==> config.mk <==
export PLATFORM = sky130hd
export DESIGN_NAME = uart_tx_fifo
export DESIGN_NICKNAME = d
export VERILOG_FILES = /design/src/rtl/uart_tx_fifo.sv
export SDC_FILE = /design/constraint.sdc
export NUM_CORES = 1
export LEC_CHECK = 0
export BUFFER_PORTS_ARGS = -buffer_cell sky130_fd_sc_hd__buf_2
export CAP_MARGIN = 40
export CORE_MARGIN = 4
export CORE_UTILIZATION = 60
export DETAILED_ROUTE_END_ITERATION = 6
export GPL_ROUTABILITY_DRIVEN = 0
export GPL_TIMING_DRIVEN = 0
export MAX_ROUTING_LAYER = met4
export PLACE_DENSITY = 0.77
export SLEW_MARGIN = 0
export SYNTH_ARGS = -nofsm -noshare
export SYNTH_HDL_FRONTEND = slang
export SYNTH_SLANG_ARGS = --single-unit
==> constraint.sdc <==
create_clock -name i_clk -period 8.4 [get_ports i_clk]
set_input_delay 1.26 -clock i_clk [delete_from_list [all_inputs] [get_ports i_clk]]
set_output_delay 1.26 -clock i_clk [all_outputs]
set_load 0.03 [all_outputs]
==> src/rtl/uart_tx_fifo.sv <==
// Transmit side of the debug UART: a 16-entry byte FIFO feeding an 8N1 serialiser.
// The serialiser is paced only by the shared 16x oversampling baud tick.
module uart_tx_fifo #(
    parameter int DBIT       = 8,
    parameter int SB_TICK    = 16,
    parameter int OVERSAMPLE = 16,
    parameter int FIFO_AW    = 4
) (
    input  logic            i_clk,
    input  logic            i_rst,
    input  logic            i_s_tick,
    input  logic            i_wr,
    input  logic [DBIT-1:0] i_wr_data,
    output logic            o_full,
    output logic            o_empty,
    output logic            o_tx,
    output logic            o_tx_done_tick,
    output logic            o_busy
);

    localparam int DEPTH    = 2 ** FIFO_AW;
    localparam int CNT_W    = FIFO_AW + 1;
    localparam int TICK_MAX = (OVERSAMPLE > SB_TICK) ? OVERSAMPLE : SB_TICK;
    localparam int TICK_W   = (TICK_MAX > 1) ? $clog2(TICK_MAX) : 1;
    localparam int BIT_W    = (DBIT > 1) ? $clog2(DBIT) : 1;

    typedef enum logic [1:0] {IDLE, START, DATA, STOP} state_e;

    state_e              state_q, state_d;
    logic [TICK_W-1:0]   tick_cnt_q, tick_cnt_d;
    logic [BIT_W-1:0]    bit_cnt_q, bit_cnt_d;
    logic [DBIT-1:0]     shreg_q, shreg_d;
    logic                tx_q, tx_d;
    logic                done_evt_q, done_evt_d;
    logic                done_q, done_d;
    logic [FIFO_AW-1:0]  wr_ptr_q, wr_ptr_d;
    logic [FIFO_AW-1:0]  rd_ptr_q, rd_ptr_d;
    logic [CNT_W-1:0]    count_q, count_d;
    logic [DBIT-1:0]     mem_q [DEPTH];

    logic full;
    logic empty;
    logic wr_en;
    logic pop;

    assign full  = (count_q == CNT_W'(DEPTH));
    assign empty = (count_q == '0);
    assign wr_en = i_wr && !full;

    // Serialiser next-state logic; pop is only ever raised from IDLE with data present.
    always_comb begin
        // NOTE: every variable gets a default before the case so no path leaves it unassigned (no latches).
        state_d    = state_q;
        tick_cnt_d = tick_cnt_q;
        bit_cnt_d  = bit_cnt_q;
        shreg_d    = shreg_q;
        done_evt_d = 1'b0;
        pop        = 1'b0;
        case (state_q)
            IDLE: begin
                if (!empty) begin
                    pop        = 1'b1;
                    shreg_d    = mem_q[rd_ptr_q];
                    tick_cnt_d = '0;
                    state_d    = START;
                end
            end
            START: begin
                if (i_s_tick) begin
                    if (tick_cnt_q == TICK_W'(OVERSAMPLE - 1)) begin
                        tick_cnt_d = '0;
                        bit_cnt_d  = '0;
                        state_d    = DATA;
                    end else begin
                        tick_cnt_d = tick_cnt_q + TICK_W'(1);
                    end
                end
            end
            DATA: begin
                if (i_s_tick) begin
                    if (tick_cnt_q == TICK_W'(OVERSAMPLE - 1)) begin
                        tick_cnt_d = '0;
                        shreg_d    = shreg_q >> 1;
                        if (bit_cnt_q == BIT_W'(DBIT - 1)) begin
                            state_d = STOP;
                        end else begin
                            bit_cnt_d = bit_cnt_q + BIT_W'(1);
                        end
                    end else begin
                        tick_cnt_d = tick_cnt_q + TICK_W'(1);
                    end
                end
            end
            STOP: begin
                if (i_s_tick) begin
                    if (tick_cnt_q == TICK_W'(SB_TICK - 1)) begin
                        tick_cnt_d = '0;
                        done_evt_d = 1'b1;
                        state_d    = IDLE;
                    end else begin
                        tick_cnt_d = tick_cnt_q + TICK_W'(1);
                    end
                end
            end
            default: state_d = IDLE;
        endcase
    end

    // The line and the done pulse follow the current state one clock later, so the
    // done pulse lands exactly where the stop bit ends on o_tx.
    always_comb begin
        tx_d = 1'b1;
        case (state_q)
            START:   tx_d = 1'b0;
            DATA:    tx_d = shreg_q[0];
            default: tx_d = 1'b1;
        endcase
        done_d = done_evt_q;
    end

    always_comb begin
        wr_ptr_d = wr_en ? wr_ptr_q + FIFO_AW'(1) : wr_ptr_q;
        rd_ptr_d = pop   ? rd_ptr_q + FIFO_AW'(1) : rd_ptr_q;
        case ({wr_en, pop})
            2'b10:   count_d = count_q + CNT_W'(1);
            2'b01:   count_d = count_q - CNT_W'(1);
            default: count_d = count_q;
        endcase
    end

    // NOTE: sequential state is updated with non-blocking assignments only.
    always_ff @(posedge i_clk) begin
        if (!i_rst) begin
            state_q    <= IDLE;
            tick_cnt_q <= '0;
            bit_cnt_q  <= '0;
            shreg_q    <= '0;
            tx_q       <= 1'b1;
            done_evt_q <= 1'b0;
            done_q     <= 1'b0;
            wr_ptr_q   <= '0;
            rd_ptr_q   <= '0;
            count_q    <= '0;
        end else begin
            state_q    <= state_d;
            tick_cnt_q <= tick_cnt_d;
            bit_cnt_q  <= bit_cnt_d;
            shreg_q    <= shreg_d;
            tx_q       <= tx_d;
            done_evt_q <= done_evt_d;
            done_q     <= done_d;
            wr_ptr_q   <= wr_ptr_d;
            rd_ptr_q   <= rd_ptr_d;
            count_q    <= count_d;
        end
    end

    // NOTE: the storage array has no reset; the cleared count keeps stale entries unreadable.
    always_ff @(posedge i_clk) begin
        if (wr_en) begin
            mem_q[wr_ptr_q] <= i_wr_data;
        end
    end

    assign o_full         = full;
    assign o_empty        = empty;
    assign o_tx           = tx_q;
    assign o_tx_done_tick = done_q;
    assign o_busy         = (state_q != IDLE);

endmodule

# After elaboration in Yosys (flattened, before gate mapping)
# Memory sizes are Yosys's and may differ from the RTL's. A register that Yosys moved wholly into a read port is not among the register bits.
# Cells that the tools add are included.
# Widths: inputs -> output; s select.
dict set report classes {
  n_reduce_logical 14
  n_eq_ne 18
  n_addsub 6
  muxes 32
}
# operator n
set ops {}
lappend ops {{$mux 8} 3}
lappend ops {{$mux 4} 5}
lappend ops {{$ne 2x2->1 const B} 9}
lappend ops {{$mux 2} 8}
lappend ops {{$pmux 8 s2} 1}
lappend ops {{$mux 3} 5}
lappend ops {{$add 4x1->4 const B} 3}
lappend ops {{$pmux 5 s2} 1}
lappend ops {{$pmux 2 s4} 1}
lappend ops {{$pmux 4 s2} 1}
lappend ops {{$reduce_and 8->1} 1}
lappend ops {{$reduce_bool 2->1} 4}
lappend ops {{$eq 2x2->1 const B} 3}
lappend ops {{$pmux 3 s2} 1}
lappend ops {{$reduce_and 6->1} 1}
lappend ops {{$add 5x1->5 const B} 1}
lappend ops {{$eq 5x5->1 const B} 1}
lappend ops {{$logic_not 5->1} 1}
lappend ops {{$mux 1} 5}
lappend ops {{$sub 5x1->5 const B} 1}
lappend ops {{$eq 2x1->1 const B} 2}
lappend ops {{$eq 4x4->1 const B} 1}
lappend ops {{$reduce_and 4->1} 1}
lappend ops {{$add 3x1->3 const B} 1}
lappend ops {{other kinds (9)} 9}
dict set report word_totals {
  ff_bits 33
  out_inout_bits 5
  mem_bits_rw 128
  memories 1
}
# name words word_bits read_ports rd_ports_with_merged_regs write_ports line_no
set memory_table {}
lappend memory_table {mem_q 16 8 1 1 1 39} ;# logic [DBIT-1:0] mem_q [DEPTH];

# Depth between registers and ports, before layout
# Gate-level depths: netlist of the first run.
dict set report depth {
  word_depth 5
  ltp_mapped 14
  mapped_depth_nobuf 12
}

# Worst setup path after synthesis of the first run
# Ideal clock, no wire load.
dict set report synth_timing {
  path_kind {input port to flip-flop}
  start {in i_wr}
  end {reg count_q[4]}
  slack_ps 5245
  t_required_ps 8328
  path_stages 11
  arrival_ps 3083
  path_buffers 1
  path_cell_list {a21boi_2 > inv_1 > ha_1 > clkbuf_1 > xor2_1 > ha_1 > inv_1 > o31ai_1 > nor4_1 > nor3_1 > mux2i_1}
}
dict set report synth_between {
  elab_chain_len 3
  word_cells_on_any_way 5
  classes_between {eq/ne: 2; mux: 1; reduce/logical: 2}
}
# item line_no
set synth_lines {}
lappend synth_lines {{start, declared} 12} ;# input logic i_wr,
lappend synth_lines {{$logic_and 1x1->1 *} 48} ;# assign wr_en = i_wr && !full;
lappend synth_lines {{$eq 2x1->1 / $eq 2x2->1 (equally long branches)} 124} ;# case ({wr_en, pop})
lappend synth_lines {{$pmux 5 s2 / $reduce_bool 2->1 (equally long branches)} -}
lappend synth_lines {{end signal, assigned} 154} ;# count_q <= count_d;
lappend synth_lines {{end, declared} 38} ;# logic [CNT_W-1:0] count_q, count_d;
# Every way passes the cells marked *; elsewhere a longest branch is shown, timed or not.
# A chain may end at the register's enable or synchronous reset.

# Worst setup path in the final report of the first run
# Same ends and word-level chain as after synthesis.

==> results of run 1 <==
layer usage:
| layer | wire [um] | vias up |
|---|---|---|
| li1 | - | 1802 |
| met1 | 5910 | 1994 |
| met2 | 7280 | 131 |
| met3 | 797 | 22 |
| met4 | 274 | 0 |
| met5 | 0 | - |
kinds of logic (layout without fill, tap and decap cells):
family	after synthesis	count (layout)
and+or+nand+nor	109	109
adders and majority gates	14	14
xor gates and xnor gates	11	11
AOI/OAI and AO/OA	72	72
buffers and inverters	35	87
muxes	44	44
DFF	165	165
critical path, cell delays in order:
cell	delay (ns)
sky130_fd_sc_hd__buf_2	0.10
sky130_fd_sc_hd__a21boi_2	0.43
sky130_fd_sc_hd__inv_1	0.10
sky130_fd_sc_hd__ha_1	0.22
sky130_fd_sc_hd__clkbuf_1	0.23
sky130_fd_sc_hd__xor2_1	0.19
sky130_fd_sc_hd__ha_1	0.26
sky130_fd_sc_hd__inv_1	0.07
sky130_fd_sc_hd__o31ai_1	0.21
sky130_fd_sc_hd__nor4_1	0.07
sky130_fd_sc_hd__nor3_1	0.25
sky130_fd_sc_hd__mux2i_1	0.20
power by group:
part / total, mW / switching, mW / internal (mW)
registers: 0.958 / 0.0286 / 0.929
clock network: 0.724 / 0.337 / 0.387
logic: 0.553 / 0.325 / 0.229
total: 2.24 / 0.690 / 1.54
cell type report:
cell class	count	area share, %
Tap cell	140	2.30
Multi-Input combinational cell	250	27.0
Sequential cell	165	60.2
Timing Repair Buffer	20	1.41
Buffer	24	1.41
Clock inverter	14	1.54
Inverter	11	0.542
Clock buffer	18	5.63
cell usage after synthesis, drive strengths merged, types with 2 or more instances:
cell and n:
dfxtp 37, o21ai 19, o22ai 7, xor2 6
and3 2, nor4 2, nand4 2, ha 14
nand2b 5, inv 9, a21oi 20, nor3 11
nor2 43, mux4 26, clkinv 2, a22o 8
edfxtp 128, a221oi 7, mux2 14, and2 4
nand2 26, nand3 5, xnor2 5, mux2i 4
buf 11, clkbuf 13
path summary, 6_finish.rpt:
path	start	end	slack [ns]	cells after the start
worst max-delay path	i_wr	count_q[4]	5.17	12
worst min-delay path	done_d	o_tx_done_tick	0.44	1
worst max register to register	count_q[2]	count_q[4]	5.18	13
worst min register to register	done_d	o_tx_done_tick	0.44	1
metrics by stage:
step | instance area (um^2) | setup WS (ns)
4_1_cts | 7620 | 5.19
5_1_grt | 7620 | 4.81
6_report | 7620 | 5.17
2_1_floorplan | 6790 | 5.25
3_5_place_dp | 7070 | 4.77
3_3_place_gp | 7050 | 4.91
layout by cell type (no fill, tap or decap), drive strengths merged, types with 4 or more instances in the layout:
cell	Yosys	routed
a22o	8	8
mux4	26	26
nor3	11	11
ha	14	14
nand3	5	5
clkinv	2	5
o21ai	19	19
clkinvlp	0	4
mux2i	4	4
clkbuf	13	31
a21oi	20	20
xnor2	5	5
a221oi	7	7
and2	4	4
buf	11	31
mux2	14	14
nand2b	5	5
nand2	26	26
dfxtp	37	37
nor2	43	43
o22ai	7	7
inv	9	16
xor2	6	6
edfxtp	128	128
registers in the layout, indices dropped and copies added, names as in the netlist, named ones only:
register,count
o_tx,1
o_tx_done_tick,1
state_q,2
shreg_q,8
count_q,5
tick_cnt_q,4
mem_q,128
bit_cnt_q,3
rd_ptr_q,4
wr_ptr_q,4
done_d,1
==> results.txt, run 1 <==
In the final layout, the multi-input gates occupy 2060 um^2. IR analysis of the VDD net gives a maximum drop of 0.000242 V. Buffers added to address setup during post-CTS repair amount to 0. Across the run, the number of max-cap violations was 0.

The number of gates given a new drive strength after cts was 0; the core outline area was 10900 um^2. Synthesis instantiated 53 different standard cells from the library. In this run, the number of DRC markers left after iteration 0 of detailed routing was 392. The tools report the peak clock frequency supported by timing as 309 MHz.

The number of register bits inferred by synthesis is 165, and the number of instances in the placed design is 610. The classification of the worst-slack hold path was flip-flop to flip-flop. The tools report the hold violation total from the final report as 0.

sky130_fd_sc_hd__edfxtp_1 takes more of the synthesized area than any other cell. The tools report the global-route track usage on met1 as 31.9%. During synthesis, Yosys emitted a total of 0 warnings. Yosys attributes the largest share of cell area to sky130_fd_sc_hd__edfxtp_1 57%, sky130_fd_sc_hd__dfxtp_1 11%, sky130_fd_sc_hd__mux4_2 8.6%, sky130_fd_sc_hd__ha_1 2.6%, sky130_fd_sc_hd__mux2_2 2.3%.

The number of hold buffers added after CTS was 0. The net count after synthesis is 476. For the worst setup path, the data required time is 8.75 ns. The dominant combinational cell family by area after synthesis was multiplexers. Global routing consumed, over all layers together, 24.5% of the routing resources. The logs give 13100 um^2 for the die footprint and 705 for the number of inserted filler cells in the final layout.

In this run the clock root is driven by a sky130_fd_sc_hd__clkbuf_16. The post-synthesis xor/xnor area fraction is 1.42%. Clock tree synthesis found a total of 165 sinks. The logs give 0 for the total global routing overflow and 17 for the largest net degree at the start of global routing. STA classifies the critical path endpoint as a flip-flop. CTS built an H-tree with a depth of 4. For met2 alone, demand over resource in global routing was 39.1%. The via count of the first global-routing pass came out at 4007. The synthesized design devotes to its leading area cell type 56.6% of total area. In the routed layout, each cell is associated on average with a via count of 6.15. TritonCTS created 17 clock buffers. The number of pins with negative max-slew slack in the final report was 0; the final routed wire length divided by cell count was 22.2 um.

TritonCTS built the clock tree. The detailed-routing iteration count for the pre-antenna-repair pass was 5; the worst-margin pin slew was 0.874 ns. In this run the tool buffered the top-level ports with 16 buffer cells. In the final layout, the share of cells above drive strength 1 is 21.5%. After layout, the worst path uses 38.5% of the clock period. Measured against its own limit, the worst slew margin works out to 41.5%. The run gives 38 as the number of rows created at floorplan. Share of the synthesized area in compound gates (AO/OA/AOI/OAI): 6.91%.

Prevailing post-synth register cell: sky130_fd_sc_hd__edfxtp_1. Clock-pin slew was measured on the worst setup and hold paths at 0.07 ns. The initial antenna violation count is 0, and the time the worst path needs with I/O delays and setup is 3.23 ns.

Dividing the synthesized area by the synthesized cell count gives 15.1 um^2. Setup repair after global routing left no endpoint under its margin. Of the synthesized area, sequential elements account for 67.5%. Utilization after layout: 69.7%. The repair_antennas step left the layout with diodes totalling 0. The source-to-sink clock delay at the later pin of the worst-skew pair came out at 0.42 ns.

Final total power: 2.24 mW. Start-to-end type of the worst setup path: input pin to flip-flop. For the number of instances in the synthesized netlist, the log shows 450. The clock tree buffer depth was 2; the simple-gate area share of the yosys netlist was 7.87%. Of the post-synthesis cell area, the part taken by muxes is 11.5%. For this run, design rule violations remaining after detail routing come to 0.

For the final routed database, the setup TNS stands at 0 ns. The count of non-filler cells in the finished layout was 642; the share of async-settable or async-resettable flops after synthesis was 0%. Detailed routing inserted a total of 3949 vias.

From synthesis to final layout, the design area changed by 12.2%. The final clock skew was 0.00966 ns; the largest fanout of any net on the critical path was 10. The data arrival time of the worst path came out at 3.59 ns.

In this run the most used layer during global routing was met2. The synthesized netlist devotes 2.58% of its cell area to adder and majority cells. The number of setup violations in the final report was 0.

Summed over all layers, the routed wires come to 14300 um. The run finished with clean final reports. The number of nets in the layout is 515. The first global-routing pass estimated 22700 um of wire.

17 I/O pins were placed. STA classifies the critical path startpoint as an input pin. Synthesized cell area: 6790 um^2. The detail route stage leaves a number of antenna-violating nets equal to 0. From left edge to right edge, the die measures 114 um.

The logs give 5.18% for the met3 track demand over resource in global routing and 4580 um^2 for the sequential cell area. The run gives 62.1% as the starting density of the core. The wire-length estimate of the detail-placed layout is 9090 um.

Dividing total power by cell area gives a power density of 293 nW/um^2. The die is 114 um tall. The number of flops mapped to enable cells by yosys came out at 128. The tools report the leakage dissipation as 2.56 nW. Final hold analysis gives a worst-case slack of 0.438 ns.
Power figures use the tool's default switching activity.
==> run 2, diff against run 1 <==
Clock period 8.4 ns to 3.1 ns, I/O delays scaled along.
==> run 2 against run 1 <==
  * Sequential power grew to 2.7 times the previous value
  * Clock skew down 0.00096 ns
  * Final area up 0.23%
  * Hold slack got worse by 0.11 ns
  * Sequential cell count did not move
  * Core utilization rose by 0.16 points
  * Via count decreased by 0.23%
  * Setup slack lost 4.9 ns
  * Count of clock-buffer cells in the layout stayed put
  * Global-route usage about the same
  * Die area did not move
  * Critical path type is now flip-flop to flip-flop
==> results.txt, run 2 (synthesis gave the netlist of run 1 again) <==
The number of cell instances on the worst register-to-register path is 12, and the number of pins with negative max-slew slack in the final report is 0. The worst-case IR drop observed on VDD is 0.000656 V. Source-to-sink clock delay at the later pin of the worst-skew pair: 0.42 ns. The register with the most flip-flops in the layout has 128 of them.

The DRC violation total after the first TritonRoute iteration came out at 410. The H-tree was split into 4 levels. After clock tree synthesis, the flow added hold-fix buffers numbering 0.

The top cell types in the final layout, fill and taps aside, are 128 x sky130_fd_sc_hd__edfxtp_1, 42 x sky130_fd_sc_hd__nor2_1, 37 x sky130_fd_sc_hd__dfxtp_1. After floorplanning, the core was divided into 38 placement rows. The count of cells in the finished layout, fillers not included, comes to 641. Clock-pin slew was measured on the worst setup and hold paths at 0.07 ns. After layout, the worst setup slack is 0.263 ns. The analysis attributes to cell leakage a power of 2.56 nW.

The hold path depth works out to 2. The critical hold path startpoint was i_rst. The number of DRC violations after detailed routing was 0; the number of setup violations in the final report was 0. The flow ran to the end, and the final reports show no timing, DRC or antenna violations.

The peak clock frequency supported by timing was 353 MHz. Between clock sinks in the finished design, the worst skew comes to 0.00870 ns. For the worst setup path, the data required time is 3.46 ns. Internal power comes to 4.20 mW.

On the worst path, the slowest cell contributes a delay of 0.53 ns. TritonCTS built the clock tree. The tools report the number of maximum-capacitance violations as 0. Along the worst path, the maximum fanout reaches 11. Root cell of the clock tree: sky130_fd_sc_hd__clkbuf_16. The share of cells above drive strength 1 was 22.4%. More flip-flops sit in one register than any other, and that register is mem_q. For this design, the slowest cell found on the critical path is sky130_fd_sc_hd__or4_4. The number of inserted filler cells in the final layout was 707; the via count of the first global-routing pass was 4000. The first global-routing pass estimated 22700 um of wire.

The total area inside the core boundary comes to 10900 um^2. The tools report the origin of the critical flop-to-flop path as count_q[2]. Across all layers, the routed design uses 3940 vias. Dividing the detail-routed via count by the number of cells gives 6.15. Once detailed placement completed, the half-perimeter wirelength came to 9090 um.

In this run, the clock network consumes 32.2% of the power. The run gives 0 as the number of nets with antenna violations after detailed routing. Power spread over the standard cell area amounts to 796 nW/um^2.

The worst relative slew slack was 42.0%; the die boundary height was 114 um. The total global routing track utilization was 24.6%; the switching power total was 1.88 mW. In this run the tool buffered the top-level ports with 16 buffer cells. Measured on the finished design, the core utilization comes to 69.9%. The run gives 165 as the sink count of the clock tree. Setup repair after global routing left no endpoint under its margin.

The worst flop-to-flop path endpoint was count_q[4]. After global routing the overflow that remains totals 0. The largest registers in the layout are mem_q (128), shreg_q (8), count_q (5). From left edge to right edge, the die measures 114 um. The power share of the combinational group was 25.0%. Entering global routing, the biggest net connects 17 pins.

The initial utilization of the core area, before any placement, comes to 62.1%. The critical path goes through buf_2 > or4_4 > o21ai_2 > inv_2 > ha_4 > xor2_1 > ha_2 > inv_1 > o31ai_1 > nor4_1 > nor3_1 > mux2i_1. The ratio of final minimum period to clock period was 91.5%. The number of instances in the placed design is 610, and the time the worst path needs with I/O delays and setup is 2.84 ns. For the final routed wirelength across all metal layers, the log shows 14400 um. In this run, CTS created clock tree buffers numbering 17. The tools report the clock tree buffer depth as 2.

Registers are responsible for 42.7% of the overall power. The hold violation total from the final report was 0; the worst-margin pin slew was 0.867 ns. In the final routed layout, each cell accounts on average for 22.4 um.

The element type at the critical path start was a flip-flop. Summed over all failing endpoints, the final setup total negative slack is 0 ns. For the number of inserted diodes, the log shows 0. In this run the register-to-register setup slack is 0.26 ns. The net switching fraction of the power was 30.9%; the detailed-routing iteration count for the pre-antenna-repair pass was 5. STA classifies the critical path endpoint as a flip-flop. The number of nets in the layout was 514. The logs give 13100 um^2 for the die footprint and 3.19 ns for the data arrival time of the worst path.

For hold timing, the worst endpoint is o_tx. The tightest hold path in the finished design has a slack of 0.327 ns. For the worst slack after detailed placement, the log shows -0.0492 ns.

During I/O placement, the number of pins put on the boundary was 17. For the initial antenna violation count, the log shows 0. The path class of the tightest hold or removal check is input pin to flip-flop. The library cell used most frequently in the layout, excluding fill and tap cells, is sky130_fd_sc_hd__edfxtp_1. The relative area change from synthesis to final layout was 12.5%. The start-to-end type of the worst setup path was flip-flop to flip-flop.
-- run 2: changes by cell type in the layout (fill, tap and decap cells not counted), sizes merged --
| cell | delta |
|---|---|
| clkbuf | -1 |
-- run 2: repair_timing --
item | CTS | global route
endpoints found under the hold margin | 0 | 0
pin swaps | 0 | 1
setup buffers | 0 | 0
gates resized for setup | 1 | 4
endpoints found under the setup margin | 1 | 1
-- run 2: worst max-delay path, delay by kind of cell, from the launching register on --
family	cells	cell delay (ns)
flops	1	0.29
mux	1	0.20
buf+inv	3	0.35
simple gates	3	0.87
fa+ha+maj	2	0.46
compound gates	2	0.45
xor+xnor	1	0.15
-- run 2: routing by layer --
layer	track usage [%]	routed length, um	vias to the layer above
met5	-	0	-
met1	32.0	5950	1965
met2	39.1	7320	158
met3	5.18	857	17
met4	7.92	235	0
li1	-	-	1800
-- run 2: layout make-up --
| class | count | area [um^2] | share of cell area, % |
|---|---|---|---|
| tap | 140 | 175 | 2.29 |
| timing repair buffer | 20 | 108 | 1.41 |
| clock inverter | 14 | 118 | 1.54 |
| sequential | 165 | 4580 | 60.0 |
| multi-input combinational | 250 | 2080 | 27.2 |
| inverter | 11 | 41.3 | 0.541 |
| buffer | 23 | 104 | 1.36 |
| clock buffer | 18 | 429 | 5.62 |
-- run 2: how the worst max path moves through the flow --
stage                from         end  slack (ns)  depth (start not counted)
6_report       count_q[2]  count_q[4]        0.26                         12
3_5_place_dp   count_q[2]  count_q[4]       -0.05                         13
3_3_place_gp   count_q[2]  count_q[4]        0.06                         13
2_1_floorplan  count_q[1]  count_q[4]        0.36                         13
4_1_cts        count_q[2]  count_q[4]        0.09                         12
5_1_grt        count_q[2]  count_q[4]        0.05                         12
-- run 2: per-stage QoR --
| step | power [mW] | cell area, um^2 |
|---|---|---|
| global route | 6.36 | 7640 |
| global placement | 4.05 | 7050 |
| detailed placement | 4.12 | 7070 |
| finish | 6.08 | 7640 |
| floorplan | 3.72 | 6790 |
| CTS | 6.07 | 7620 |
-- run 2: power groups by stage --
| stage | registers, mW | clock network, mW | logic [mW] |
|---|---|---|---|
| after floorplan | 2.63 | 0 | 1.09 |
| after global placement | 2.63 | 0 | 1.42 |
| after detailed placement | 2.64 | 0 | 1.48 |
| after CTS | 2.60 | 1.97 | 1.50 |
| after global routing | 2.61 | 2.07 | 1.68 |
| final | 2.60 | 1.96 | 1.52 |
==> run 3, diff against run 2 <==
--- a/config.mk
+++ b/config.mk
@@ -8,4 +8,5 @@
 export BUFFER_PORTS_ARGS = -buffer_cell sky130_fd_sc_hd__buf_2
 export CAP_MARGIN = 40
+export CORE_ASPECT_RATIO = 0.5
 export CORE_MARGIN = 4
 export CORE_UTILIZATION = 60
==> constraint.sdc (replaced) <==
create_clock -name i_clk -period 3.1 [get_ports i_clk]
set_input_delay 0.93 -clock i_clk [delete_from_list [all_inputs] [get_ports i_clk]]
set_output_delay 0.93 -clock i_clk [all_outputs]
set_load 0.03 [all_outputs]
==> run 3 against run 2 <==
  * Final area grew 1.5%
  * Clock power grew 9%
  * Die area grew 0.79%
  * Wire length shrank 2.5%
  * Combinational power grew 3%
  * Sequential cell count is the same
  * Critical path depth is the same
  * Count of clock-buffer cells in the layout shrank 1
  * Final cell count grew 1.4%
  * Setup slack lost 0.056 ns
  * First-iteration DRC count grew 11%
  * Hold slack gained 0.11 ns
  * Largest power group unchanged
==> results.txt, run 3 (synthesis gave the netlist of run 1 again) <==
The run finished with clean final reports. The share of cells above drive strength 1 works out to 23.4%. The run gives 33.9% as the clock network power share. In this run the tool buffered the top-level ports with 16 buffer cells. The net switching fraction of the power works out to 31.0%. In this run, flip-flops and latches consume 41.4% of the power. The hold path depth was 1; the total global routing track utilization was 23.7%. The die boundary height is 83.2 um. For the initial antenna violation count, the log shows 0. The first global-routing pass estimated 22400 um of wire. The worst slack after detailed placement is -0.152 ns, and the relative area change from synthesis to final layout is 14.1%.

The clock-pin slew reported for the worst setup and hold paths after clock tree synthesis is 0.07 ns. The ratio of final minimum period to clock period works out to 93.3%. Start-to-end type of the worst setup path: flip-flop to flip-flop. Counting along the longest clock path gives a buffer depth of 2. The top cell types in the final layout, fill and taps aside, are 128 x sky130_fd_sc_hd__edfxtp_1, 42 x sky130_fd_sc_hd__nor2_1, 37 x sky130_fd_sc_hd__dfxtp_1. The logs give 0 for the number of inserted diodes and 17 for the total CTS buffers. mem_q holds more flip-flops than any other register. The flip-flop count of the largest register, all copies and words added came out at 128.

Clock tree synthesis selected as its root buffer the cell sky130_fd_sc_hd__clkbuf_16. The classification of the worst-slack hold path is flip-flop to flip-flop. In this run the critical register-to-register path is captured at count_q[4]. The HPWL after detailed placement came out at 8840 um. The via count of the first global-routing pass was 3989. Row generation in the floorplan step produced 27 rows.

The reg-to-reg setup timing slack is 0.21 ns. Critical hold path startpoint: done_d. The number of pins with negative max-slew slack in the final report was 0; the starting density of the core was 61.7%.

Summed over all cells, the static leakage comes to 2.62 nW. The number of inserted filler cells in the final layout is 696. Switching power total: 1.96 mW.

During I/O placement, the number of pins put on the boundary was 17. The die footprint is 13200 um^2, and the total number of vias is 3978. The worst hold path terminates at o_tx_done_tick.

Dividing the detail-routed wire length by the instance count gives 21.5 um. Across all setup checks in the final design, the least slack found is 0.207 ns. The worst pin sits at a relative slew slack of 46.4%.

Internal power comes to 4.35 mW. Cells fill 70.4% of the core in the end. At the worst endpoint, the arrival time is 3.25 ns. The worst-margin pin slew was 0.801 ns; the detailed-routing iteration count for the pre-antenna-repair pass was 5.

The logs give 0 for the hold violation total from the final report and 0 for the number of setup violations in the final report. Routed via count divided by cell count: 6.12. The number of maximum-capacitance violations was 0. TritonCTS built the clock tree. The peak clock frequency supported by timing is 346 MHz.

Die extent in x: 158 um. The worst setup path is launched from a flip-flop. The core region is 11000 um^2. Across all hold checks on the routed design, the worst slack comes to 0.435 ns. The number of cell instances on the worst register-to-register path came out at 12. The largest registers in the layout are mem_q (128), shreg_q (8), count_q (5).

The logs give 0 for the number of nets with antenna violations after detailed routing and 0.43 ns for the source-to-sink clock delay at the later pin of the worst-skew pair. In this run, the number of DRC markers left after iteration 0 of detailed routing was 455. The run gives 0.0109 ns as the final clock skew. Hold repair after CTS inserted 0 buffers.

Number of nets in the layout: 518. The largest net degree at the start of global routing is 19. Number of DRC violations after detailed routing: 0. The library cell used most frequently in the layout, excluding fill and tap cells, is sky130_fd_sc_hd__edfxtp_1. The H-tree generated during clock tree synthesis spans 4 levels. The worst-case IR drop observed on VDD is 0.000441 V.

Required time reported for the critical path endpoint: 3.46 ns. The tools report the sink count of the clock tree as 165. In the final timing run, aggregate negative setup slack is 0 ns.

In this run the power density over the cells is 813 nW/um^2. Per report_power, the combinational group accounts for 24.7% of the total. STA classifies the critical path endpoint as a flip-flop.

The run gives 0 as the total global routing overflow. For the final routed wirelength across all metal layers, the log shows 14000 um. Subtracting the final worst setup slack from the clock period gives 2.89 ns. The startpoint identified for the worst register-to-register timing path is count_q[2].

In this run the worst path has a maximum fanout of 10.
run 3: cell type report:
type                    count  area, um^2  area share [%]
repair buffers             24         133            1.71
clock buffers              17         425            5.49
plain buffers              23         106            1.37
flip-flops and latches    165        4580            59.1
multi-input cells         250        2100            27.0
well taps                 145         181            2.34
inverters                  11        43.8           0.565
clock inverters            15         183            2.36
run 3: power groups by stage:
stage          combinational, mW  sequential, mW  clock (mW)
2_1_floorplan               1.09            2.63           0
3_3_place_gp                1.43            2.64           0
3_5_place_dp                1.47            2.64           0
4_1_cts                     1.49            2.60        2.14
5_1_grt                     1.73            2.62        2.27
6_report                    1.56            2.61        2.14
run 3: how the worst max path moves through the flow:
stage	start	endpoint	slack, ns
after floorplan	i_wr	count_q[4]	0.28
after global placement	i_wr	count_q[4]	-0.06
after detailed placement	i_wr	count_q[4]	-0.15
after CTS	count_q[2]	count_q[4]	0.02
after global routing	count_q[2]	count_q[4]	-0.01
final	count_q[2]	count_q[4]	0.21
run 3: timing repair:
| item | 4_1_cts | 5_1_grt |
|---|---|---|
| endpoints found under the hold margin | 0 | 0 |
| gates resized for setup | 1 | 12 |
| endpoints found under the setup margin | 1 | 1 |
| pin swaps | 0 | 4 |
| buffers inserted | 0 | 3 |
run 3: worst max-delay path, cell delays in order (launching register included):
cell and delay, ns:
sky130_fd_sc_hd__dfxtp_1 0.42, sky130_fd_sc_hd__or4_4 0.59, sky130_fd_sc_hd__o21ai_4 0.22, sky130_fd_sc_hd__inv_4 0.07, sky130_fd_sc_hd__ha_1 0.19, sky130_fd_sc_hd__buf_4 0.18, sky130_fd_sc_hd__xor2_2 0.16, sky130_fd_sc_hd__ha_2 0.20
sky130_fd_sc_hd__inv_1 0.05, sky130_fd_sc_hd__o31ai_2 0.18, sky130_fd_sc_hd__nor4_1 0.07, sky130_fd_sc_hd__nor3_1 0.27, sky130_fd_sc_hd__mux2i_1 0.21
run 3: metal layers:
| metal | part of all wire, % | vias up | track usage, % |
|---|---|---|---|
| li1 | - | 1819 | - |
| met1 | 44 | 1973 | 34.6 |
| met2 | 45 | 169 | 33.2 |
| met3 | 8.9 | 17 | 5.47 |
| met4 | 1.6 | 0 | 7.97 |
| met5 | 0 | - | - |
run 3: per-stage QoR:
stage | instances | total power, mW | cell area, um^2
6_report | 650 | 6.30 | 7750
5_1_grt | 650 | 6.62 | 7750
4_1_cts | 648 | 6.23 | 7700
3_5_place_dp | 616 | 4.12 | 7080
3_3_place_gp | 611 | 4.07 | 7050
2_1_floorplan | 450 | 3.72 | 6790
